## src/rtl/if_fetch_stage.sv

```systemverilog
// Instruction-fetch stage: owns the PC, issues single-outstanding word fetches
// to instruction memory and fills the IF/ID register (pc, instr, valid).
//
// state   | meaning
// --------+---------------------------------------------------------------
// FETCH   | no request outstanding; issue a fetch at pc_q
// WAIT    | one request outstanding; the response is consumed for pc_q
// DRAIN   | a redirect arrived while a request was outstanding; drop its reply
// HOLD    | reply parked in the 1-entry buffer while ID is stalled
// HALTED  | fetching stopped; only reset leaves this state
module if_fetch_stage #(
    parameter int unsigned            PC_W      = 9,
    parameter int unsigned            INSTR_W   = 32,
    parameter logic [PC_W-1:0]        RESET_PC  = 9'd0,
    parameter logic [INSTR_W-1:0]     NOP_INSTR = 32'h00000013
) (
    input  logic               clk,
    input  logic               reset,
    output logic               imem_req,
    output logic [PC_W-1:0]    imem_addr,
    input  logic               imem_rvalid,
    input  logic [INSTR_W-1:0] imem_rdata,
    input  logic               stall,
    input  logic               br_taken,
    input  logic [PC_W-1:0]    br_target,
    input  logic               halt,
    output logic               if_id_valid,
    output logic [PC_W-1:0]    if_id_curr_pc,
    output logic [INSTR_W-1:0] if_id_curr_instr
);

    typedef enum logic [2:0] {
        ST_FETCH  = 3'd0,
        ST_WAIT   = 3'd1,
        ST_DRAIN  = 3'd2,
        ST_HOLD   = 3'd3,
        ST_HALTED = 3'd4
    } state_t;

    state_t             state_q, state_d;
    logic [PC_W-1:0]    pc_q, pc_d;
    logic               halt_q, halt_d;
    logic [PC_W-1:0]    buf_pc_q, buf_pc_d;
    logic [INSTR_W-1:0] buf_instr_q, buf_instr_d;
    logic               valid_q, valid_d;
    logic [PC_W-1:0]    cur_pc_q, cur_pc_d;
    logic [INSTR_W-1:0] cur_instr_q, cur_instr_d;

    logic [PC_W-1:0]    pc_plus4;
    logic               halting;
    logic               issue;
    logic               resp_take;
    logic               br_eff;

    // Request generation; reset masks the strobe so a fetch is never issued while held in reset.
    always_comb begin
        pc_plus4  = pc_q + PC_W'(4);
        halting   = halt | halt_q;
        issue     = ((state_q == ST_FETCH) ||
                     ((state_q == ST_WAIT) && imem_rvalid && !stall)) &&
                    !br_taken && !halting;
        imem_req  = issue & ~reset;
        // Issuing from WAIT fetches the word after the one being consumed.
        imem_addr = (state_q == ST_WAIT) ? pc_plus4 : pc_q;
    end

    // Next state, PC, sticky halt and the 1-entry response buffer.
    always_comb begin
        state_d     = state_q;
        pc_d        = pc_q;
        halt_d      = halt_q | halt;
        buf_pc_d    = buf_pc_q;
        buf_instr_d = buf_instr_q;
        resp_take   = 1'b0;
        case (state_q)
            ST_FETCH: begin
                if (br_taken) begin
                    pc_d = br_target;
                end
                if (halting) begin
                    state_d = ST_HALTED;
                end else if (issue) begin
                    state_d = ST_WAIT;
                end
            end
            ST_WAIT: begin
                if (imem_rvalid) begin
                    if (br_taken) begin
                        pc_d    = br_target;
                        state_d = ST_FETCH;
                    end else if (!stall) begin
                        resp_take = 1'b1;
                        pc_d      = pc_plus4;
                        if (issue) begin
                            state_d = ST_WAIT;
                        end else if (halting) begin
                            state_d = ST_HALTED;
                        end else begin
                            state_d = ST_FETCH;
                        end
                    end else begin
                        buf_pc_d    = pc_q;
                        buf_instr_d = imem_rdata;
                        pc_d        = pc_plus4;
                        state_d     = ST_HOLD;
                    end
                end else if (br_taken) begin
                    pc_d    = br_target;
                    state_d = ST_DRAIN;
                end
            end
            ST_DRAIN: begin
                if (br_taken) begin
                    pc_d = br_target;
                end
                if (imem_rvalid) begin
                    state_d = halting ? ST_HALTED : ST_FETCH;
                end
            end
            ST_HOLD: begin
                if (br_taken) begin
                    pc_d    = br_target;
                    state_d = ST_FETCH;
                end else if (!stall) begin
                    state_d = halting ? ST_HALTED : ST_FETCH;
                end
            end
            ST_HALTED: begin
                state_d = ST_HALTED;
            end
            default: begin
                state_d = ST_FETCH;
            end
        endcase
    end

    // IF/ID update: redirect flushes (even under stall), stall holds, else load response/buffer/bubble.
    always_comb begin
        valid_d     = valid_q;
        cur_pc_d    = cur_pc_q;
        cur_instr_d = cur_instr_q;
        br_eff      = br_taken && (state_q != ST_HALTED);
        if (br_eff) begin
            valid_d     = 1'b0;
            cur_instr_d = NOP_INSTR;
        end else if (!stall) begin
            if (resp_take) begin
                valid_d     = 1'b1;
                cur_pc_d    = pc_q;
                cur_instr_d = imem_rdata;
            end else if (state_q == ST_HOLD) begin
                valid_d     = 1'b1;
                cur_pc_d    = buf_pc_q;
                cur_instr_d = buf_instr_q;
            end else begin
                valid_d     = 1'b0;
                cur_instr_d = NOP_INSTR;
            end
        end
    end

    // State registers with asynchronous reset.
    always_ff @(posedge clk or posedge reset) begin
        if (reset) begin
            state_q     <= ST_FETCH;
            pc_q        <= RESET_PC;
            halt_q      <= 1'b0;
            buf_pc_q    <= '0;
            buf_instr_q <= NOP_INSTR;
            valid_q     <= 1'b0;
            cur_pc_q    <= '0;
            cur_instr_q <= NOP_INSTR;
        end else begin
            state_q     <= state_d;
            pc_q        <= pc_d;
            halt_q      <= halt_d;
            buf_pc_q    <= buf_pc_d;
            buf_instr_q <= buf_instr_d;
            valid_q     <= valid_d;
            cur_pc_q    <= cur_pc_d;
            cur_instr_q <= cur_instr_d;
        end
    end

    assign if_id_valid      = valid_q;
    assign if_id_curr_pc    = cur_pc_q;
    assign if_id_curr_instr = cur_instr_q;

endmodule

```

## config.mk

```make
export PLATFORM = sky130hd
export DESIGN_NAME = if_fetch_stage
export DESIGN_NICKNAME = d
export VERILOG_FILES = /design/src/rtl/if_fetch_stage.sv
export SDC_FILE = /design/constraint.sdc
export NUM_CORES = 1
export LEC_CHECK = 0
export ABC_AREA = 1
export BUFFER_PORTS_ARGS = -buffer_cell sky130_fd_sc_hd__buf_2
export CAP_MARGIN = 20
export CORE_MARGIN = 5
export CORE_UTILIZATION = 59
export DETAILED_ROUTE_END_ITERATION = 12
export GPL_ROUTABILITY_DRIVEN = 0
export PLACE_DENSITY_LB_ADDON = 0.25
export SLEW_MARGIN = 25
export SYNTH_ARGS = -nofsm -noshare
export SYNTH_HDL_FRONTEND = slang
export SYNTH_SLANG_ARGS = --single-unit
```

## constraint.sdc

```tcl
create_clock -name clk -period 6.9 [get_ports clk]
set_input_delay 1.38 -clock clk [delete_from_list [all_inputs] [get_ports clk]]
set_output_delay 1.38 -clock clk [all_outputs]
set_load 0.01 [all_outputs]
```

== Word level (Yosys, flattened, before mapping) ==
Cells that the tools add are included.

* Reductions and logical operators: 16
* Bitwise logic cells: 6
* Muxes and demuxes: 31
* Equal/unequal tests: 10
* Add/sub/neg operators: 1

{| class="wikitable"
|+ Operator list
! operator !! count
|-
| 32-bit 2-to-1 mux || 4
|-
| 9-bit 2-to-1 mux || 6
|-
| 3-bit 2-to-1 mux || 11
|-
| 9-bit case mux with 2 select lines || 1
|-
| 3-bit case mux with 5 select lines || 1
|-
| 3-bit inequality test, second input constant || 4
|-
| 9-bit by 3-bit adder with 9-bit output, second input constant || 1
|-
| 1-bit 2-to-1 mux || 8
|-
| 4-bit AND reduction || 2
|-
| 3-bit by 2-bit equality test with 1-bit output, second input constant || 2
|-
| 1-bit logical AND || 5
|-
| 1-bit inverter || 4
|-
| 2-bit nonzero test || 2
|-
| 3-bit by 1-bit equality test with 1-bit output, second input constant || 1
|-
| 3-bit equality test, second input constant || 1
|-
| 1-bit logical NOT || 3
|-
| 3-bit logical NOT || 1
|-
| 3-bit AND reduction || 1
|-
| 3-bit OR reduction || 1
|-
| 2-bit by 1-bit inequality test with 1-bit output, second input constant || 1
|-
| 2-bit inequality test, second input constant || 1
|-
| 1-bit AND || 1
|-
| 1-bit logical OR || 1
|-
| 1-bit bitwise OR || 1
|}

* Bits of input ports: 47
* Output and inout port bits: 52
* Logic and storage cells: 72
* Flip-flop bits (word level): 96

== Longest topological paths before layout ==
* Depth in word-level cells: 11
* Mapped depth: 10
* Mapped depth without buffers: 9

== Least setup slack after synthesis ==
No wires, ideal clock.

* Kind: input -> output
* Start: input port halt
* End: output port imem_req
* Stages on the path: 4
* Data required time: 5.520 ns
* Path slack: 3.493 ns
* Data arrival time: 2.027 ns
* Path buffers: 0
* Cell sequence: or2_2 > nor2_1 > nand2_1 > nor2_1

* Word-level cells in the longest chain between the ends: 4

{| class="wikitable"
|+ Ends and longest elaborated chain
! item !! RTL line !! RTL
|-
| start, declared || 26 || <nowiki>input logic halt,</nowiki>
|-
| 1-bit bitwise OR || 58 || <nowiki>halting = halt | halt_q;</nowiki>
|-
| 1-bit logical NOT || 61 || <nowiki>!br_taken && !halting;</nowiki>
|-
| 1-bit logical AND || 61 ||
|-
| 1-bit AND || 62 || <nowiki>imem_req = issue & ~reset;</nowiki>
|-
| end, declared || 19 || <nowiki>output logic imem_req,</nowiki>
|}

No other way between the ends.

== Worst setup path after layout ==
* Start: input port halt
* End: output port imem_req

* Word-level cells in the longest chain between the ends: 4

{| class="wikitable"
|+ Ends and longest elaborated chain
! item !! RTL line !! RTL
|-
| 1-bit bitwise OR || - ||
|-
| net halt_d || 42 || <nowiki>logic halt_q, halt_d;</nowiki>
|-
| 1-bit logical NOT || 61 ||
|-
| 1-bit logical AND || 61 ||
|-
| 1-bit AND || 62 ||
|}

The timed path passes the listed nets, and every way through them passes these cells.

==> qor_table.md <==
| Metric | This run |
|:---|:---|
| Run status | complete, no violations |
| Share of the core filled with cells in the final layout | 68.9% |
| Worst rel slew slack | 38.4% |
| Final Worst Setup Slack | 3.33 ns |
| First-pass iteration count of the detailed router | 5 |
| Crit Reg-Reg Startpoint | state_q[2] |
| CP Capture Type | primary output |
| Worst Reg-to-Reg Cells | 8 |
| Cells taking the most area after synthesis | dfrtp_1, nand2_1, o21ai_0, nor2_1, inv_1 |
| Fraction of power spent switching nets | 33.0% |
| First-pass GRT wire length | 18.8 mm |
| Startpoint types | primary input |
| Initial detailed-routing violation count | 253 |
| MaxCap Viol Count | 0 |
| Combinational fraction of design power | 20.0% |
| Port-buffer cells | 98 |
| Count of inserted antenna diode cells | 0 |
| Detailed-placement wirelength estimate | 7.47 mm |
| Highest ir drop seen on vdd | 0.000147 V |
| Cell Int Power | 0.000812 W |
| Clock root buffer master | clkbuf_8 |
| DIE AREA | 0.00990 mm² |
| Final setup TNS | 0 ns |
| Initial core utilization | 60.8% |
| Portion of total power attributed to sequential cells | 52.2% |
| Post-cts repair resize count | 0 |
| Power per Cell Area | 226 mW/mm² |
| Instance count after placement with tap cells included | 773 |
| Deepest level of the CTS H-tree | 3 |
| Slowest-stage cell, CP | or2_2 |
| Switch Pwr | 0.000399 W |
| Die width | 99.5 µm |
| Overflow left after global routing | 0 |
| RSZ-0062 raised after global routing | no |
| End point of the critical path | imem_req |
| CP bufs+invs | 2 |
| Synth Instances | 605 |
| Clock sinks | 96 |
| Yosys top cell area share | 47.7% |
| Die Y-Extent | 99.5 µm |
| Measured slew at the worst slew-check pin | 0.918 ns |
| Cell depth of the worst setup path | 6 |
| Initial antenna violation count | 0 |
| Critical path's top delay family | simple AND/OR/NAND/NOR gates |
| Number of endpoints with negative hold slack in the final report | 0 |
| Post-synth top area cell | dfrtp_1 |
| Final critical path time including I/O delays and setup | 3.57 ns |
| Layout Skew | 0.0181 ns |
| Final-report setup violation count | 0 |
| Synth warn | 0 |
| End of the worst register-to-register path | if_id_curr_pc[4] |
| Final worst-path cycle share | 51.8% |
| Fraction of final layout cells with drive strength greater than 1 | 21.3% |
| Cell area after synthesis | 0.00472 mm² |
| Final non-filler cell total | 789 |
| Global-route usage over all layers | 23.0% |
| Clock tree from TritonCTS | done |
| Area Overhead vs Synth | 13.3% |
| Data arrival time at the worst-slack endpoint | 2.19 ns |
| Buffer depth of the longest clock path | 2 |
| Mapped Avg Cell Area | 7.81 µm² |
| Highest net fanout along the worst path | 4 |
| Register clock-pin slew on the reported worst setup and hold paths | 0.08 ns |
| Required time at the worst-slack endpoint | 5.52 ns |
| Number of buffers inserted by post-CTS setup repair | 0 |
| Total detailed-routing wirelength | 10.9 mm |
| CP Cell Sequence | buf_2 > or2_2 > nor2_1 > nand2_1 > nor2_1 > buf_2 |
| Delay of the slowest cell on the worst path | 0.31 ns |
| Placement row count | 32 |
| IO Pins | 99 |
| Routed via count | 4237 |
| Pre-CTS worst setup slack | 3.33 ns |
| Maximum frequency from static timing analysis | 280 MHz |
| Pin count of the biggest net entering global routing | 82 |
| Std-Cell Core Area | 0.00777 mm² |
| Post-route worst hold slack | 0.478 ns |
| Leak pwr | 2.85 nW |
| Antenna-violating nets left | 0 |
| Number of hold buffers added after CTS | 0 |
| # DRC | 0 |
| Part of the total power dissipated in the clock network | 27.8% |
| Number of distinct standard cells referenced by the synthesized netlist | 33 |
| Worst R2R Setup Slack | 4.43 ns |
| Number of synthesized register bits | 96 |
| Cts bufs inserted | 9 |
| Number of nets in the final layout | 730 |
| Path type of the worst setup path | primary input to primary output |
| Via count of the first global-routing pass | 4246 |
| Hold Path Class | flop to flop |
| Via-per-instance ratio | 5.37 |
| Startpoint of the worst setup timing path | halt |
| Wirelength per Cell | 13.8 µm |
| Syn Nets | 653 |
| Fraction of the yosys area taken by sequential cells | 51.0% |
| Clock insertion delay at the later pin of the skew report | 0.36 ns |
| Pins Over Slew Limit | 0 |
## sequential cells by signal, summed over array words and instances (netlist names)
signal and flops:
state_q 3, buf_pc_q 9, buf_instr_q 32, if_id_curr_instr 32
halt_q 1, if_id_valid 1, if_id_curr_pc 9, pc_q 9
## logic make-up after synthesis
family	share of synthesized area, %
and+or+nand+nor	24.6
AOI/OAI and AO/OA	15.0
xor gates and xnor gates	0.556
buffers and inverters	8.58
DFF	51.0
adders and majority gates	0.265
## metrics by stage
stage          cell area [µm²]  power [W]
6_report                  5360    0.00121
5_1_grt                   5360    0.00128
4_1_cts                   5350    0.00122
3_5_place_dp              5170   0.000884
3_3_place_gp              5170   0.000875
2_1_floorplan             4720   0.000807
## per-layer routing
metal | track usage [%] | wire length, µm
met1 | 30.2 | 4690
met2 | 38.7 | 5300
met3 | 3.58 | 755
met4 | 8.19 | 146
met5 | 0 | 0
## worst min-delay path by stage
stage / from / to / cells after the start
global route: buf_instr_q[4] / buf_instr_q[4] / 2
finish: buf_instr_q[1] / buf_instr_q[1] / 2
floorplan: buf_instr_q[0] / buf_instr_q[0] / 2
global placement: buf_instr_q[0] / buf_instr_q[0] / 2
detailed placement: buf_instr_q[4] / buf_instr_q[4] / 2
CTS: buf_instr_q[4] / buf_instr_q[4] / 2
## cell usage in the layout (no fill, tap or decap), types with 3 or more instances in the layout
| master | n |
|---|---|
| o21ai_2 | 8 |
| nand2_1 | 173 |
| clkbuf_8 | 9 |
| dfstp_2 | 6 |
| nor2_1 | 59 |
| clkinvlp_4 | 3 |
| o21ai_0 | 91 |
| dfrtp_1 | 90 |
| inv_2 | 4 |
| nand3_1 | 35 |
| a21oi_1 | 10 |
| o21ai_1 | 21 |
| buf_2 | 98 |
| inv_1 | 48 |
## power by group through the flow
stage | Clock [W] | Combinational [W] | Sequential [W]
after global routing | 0.000369 | 0.000272 | 0.000639
final | 0.000336 | 0.000242 | 0.000632
after CTS | 0.000345 | 0.000243 | 0.000632
after global placement | 0 | 0.000234 | 0.000641
after detailed placement | 0 | 0.000241 | 0.000643
after floorplan | 0 | 0.000180 | 0.000627
## final cells by class
| type | instances | area, µm² |
|---|---|---|
| tap | 102 | 128 |
| clock inverter | 7 | 53.8 |
| fill | 672 | 2410 |
| inverter | 55 | 209 |
| clock buffer | 9 | 124 |
| sequential | 96 | 2410 |
| multi-input combinational | 419 | 1910 |
| timing repair buffer | 101 | 517 |
## cells in the mapped netlist
| library cell | n |
|---|---|
| clkbuf_2 | 1 |
| inv_2 | 4 |
| nand2_4 | 1 |
| nor2_1 | 59 |
| xnor2_1 | 1 |
| o32ai_1 | 1 |
| o21ai_0 | 91 |
| nor4_1 | 1 |
| or2_2 | 2 |
| nand3_2 | 1 |
| nand4_1 | 1 |
| nor3_2 | 1 |
| inv_1 | 50 |
| o22ai_1 | 2 |
| ha_1 | 1 |
| nand2_2 | 2 |
| nor3_1 | 2 |
| a21oi_1 | 10 |
| o21ai_2 | 8 |
| o211ai_1 | 1 |
| clkinv_1 | 1 |
| buf_4 | 6 |
| dfrtp_1 | 90 |
| nand3_1 | 36 |
| clkbuf_1 | 8 |
| dfstp_2 | 6 |
| nor2_8 | 1 |
| nor2_4 | 1 |
| o21ai_1 | 21 |
| buf_6 | 3 |
| nand2_1 | 173 |
| xor2_1 | 2 |
| buf_2 | 17 |
## tightest hold or removal path, delay by kind of cell, from the launching register on
kind / cells / cell delay (ns)
and+or+nand+nor: 2 / 0.11
DFF: 1 / 0.38
Power figures use the tool's default switching activity.
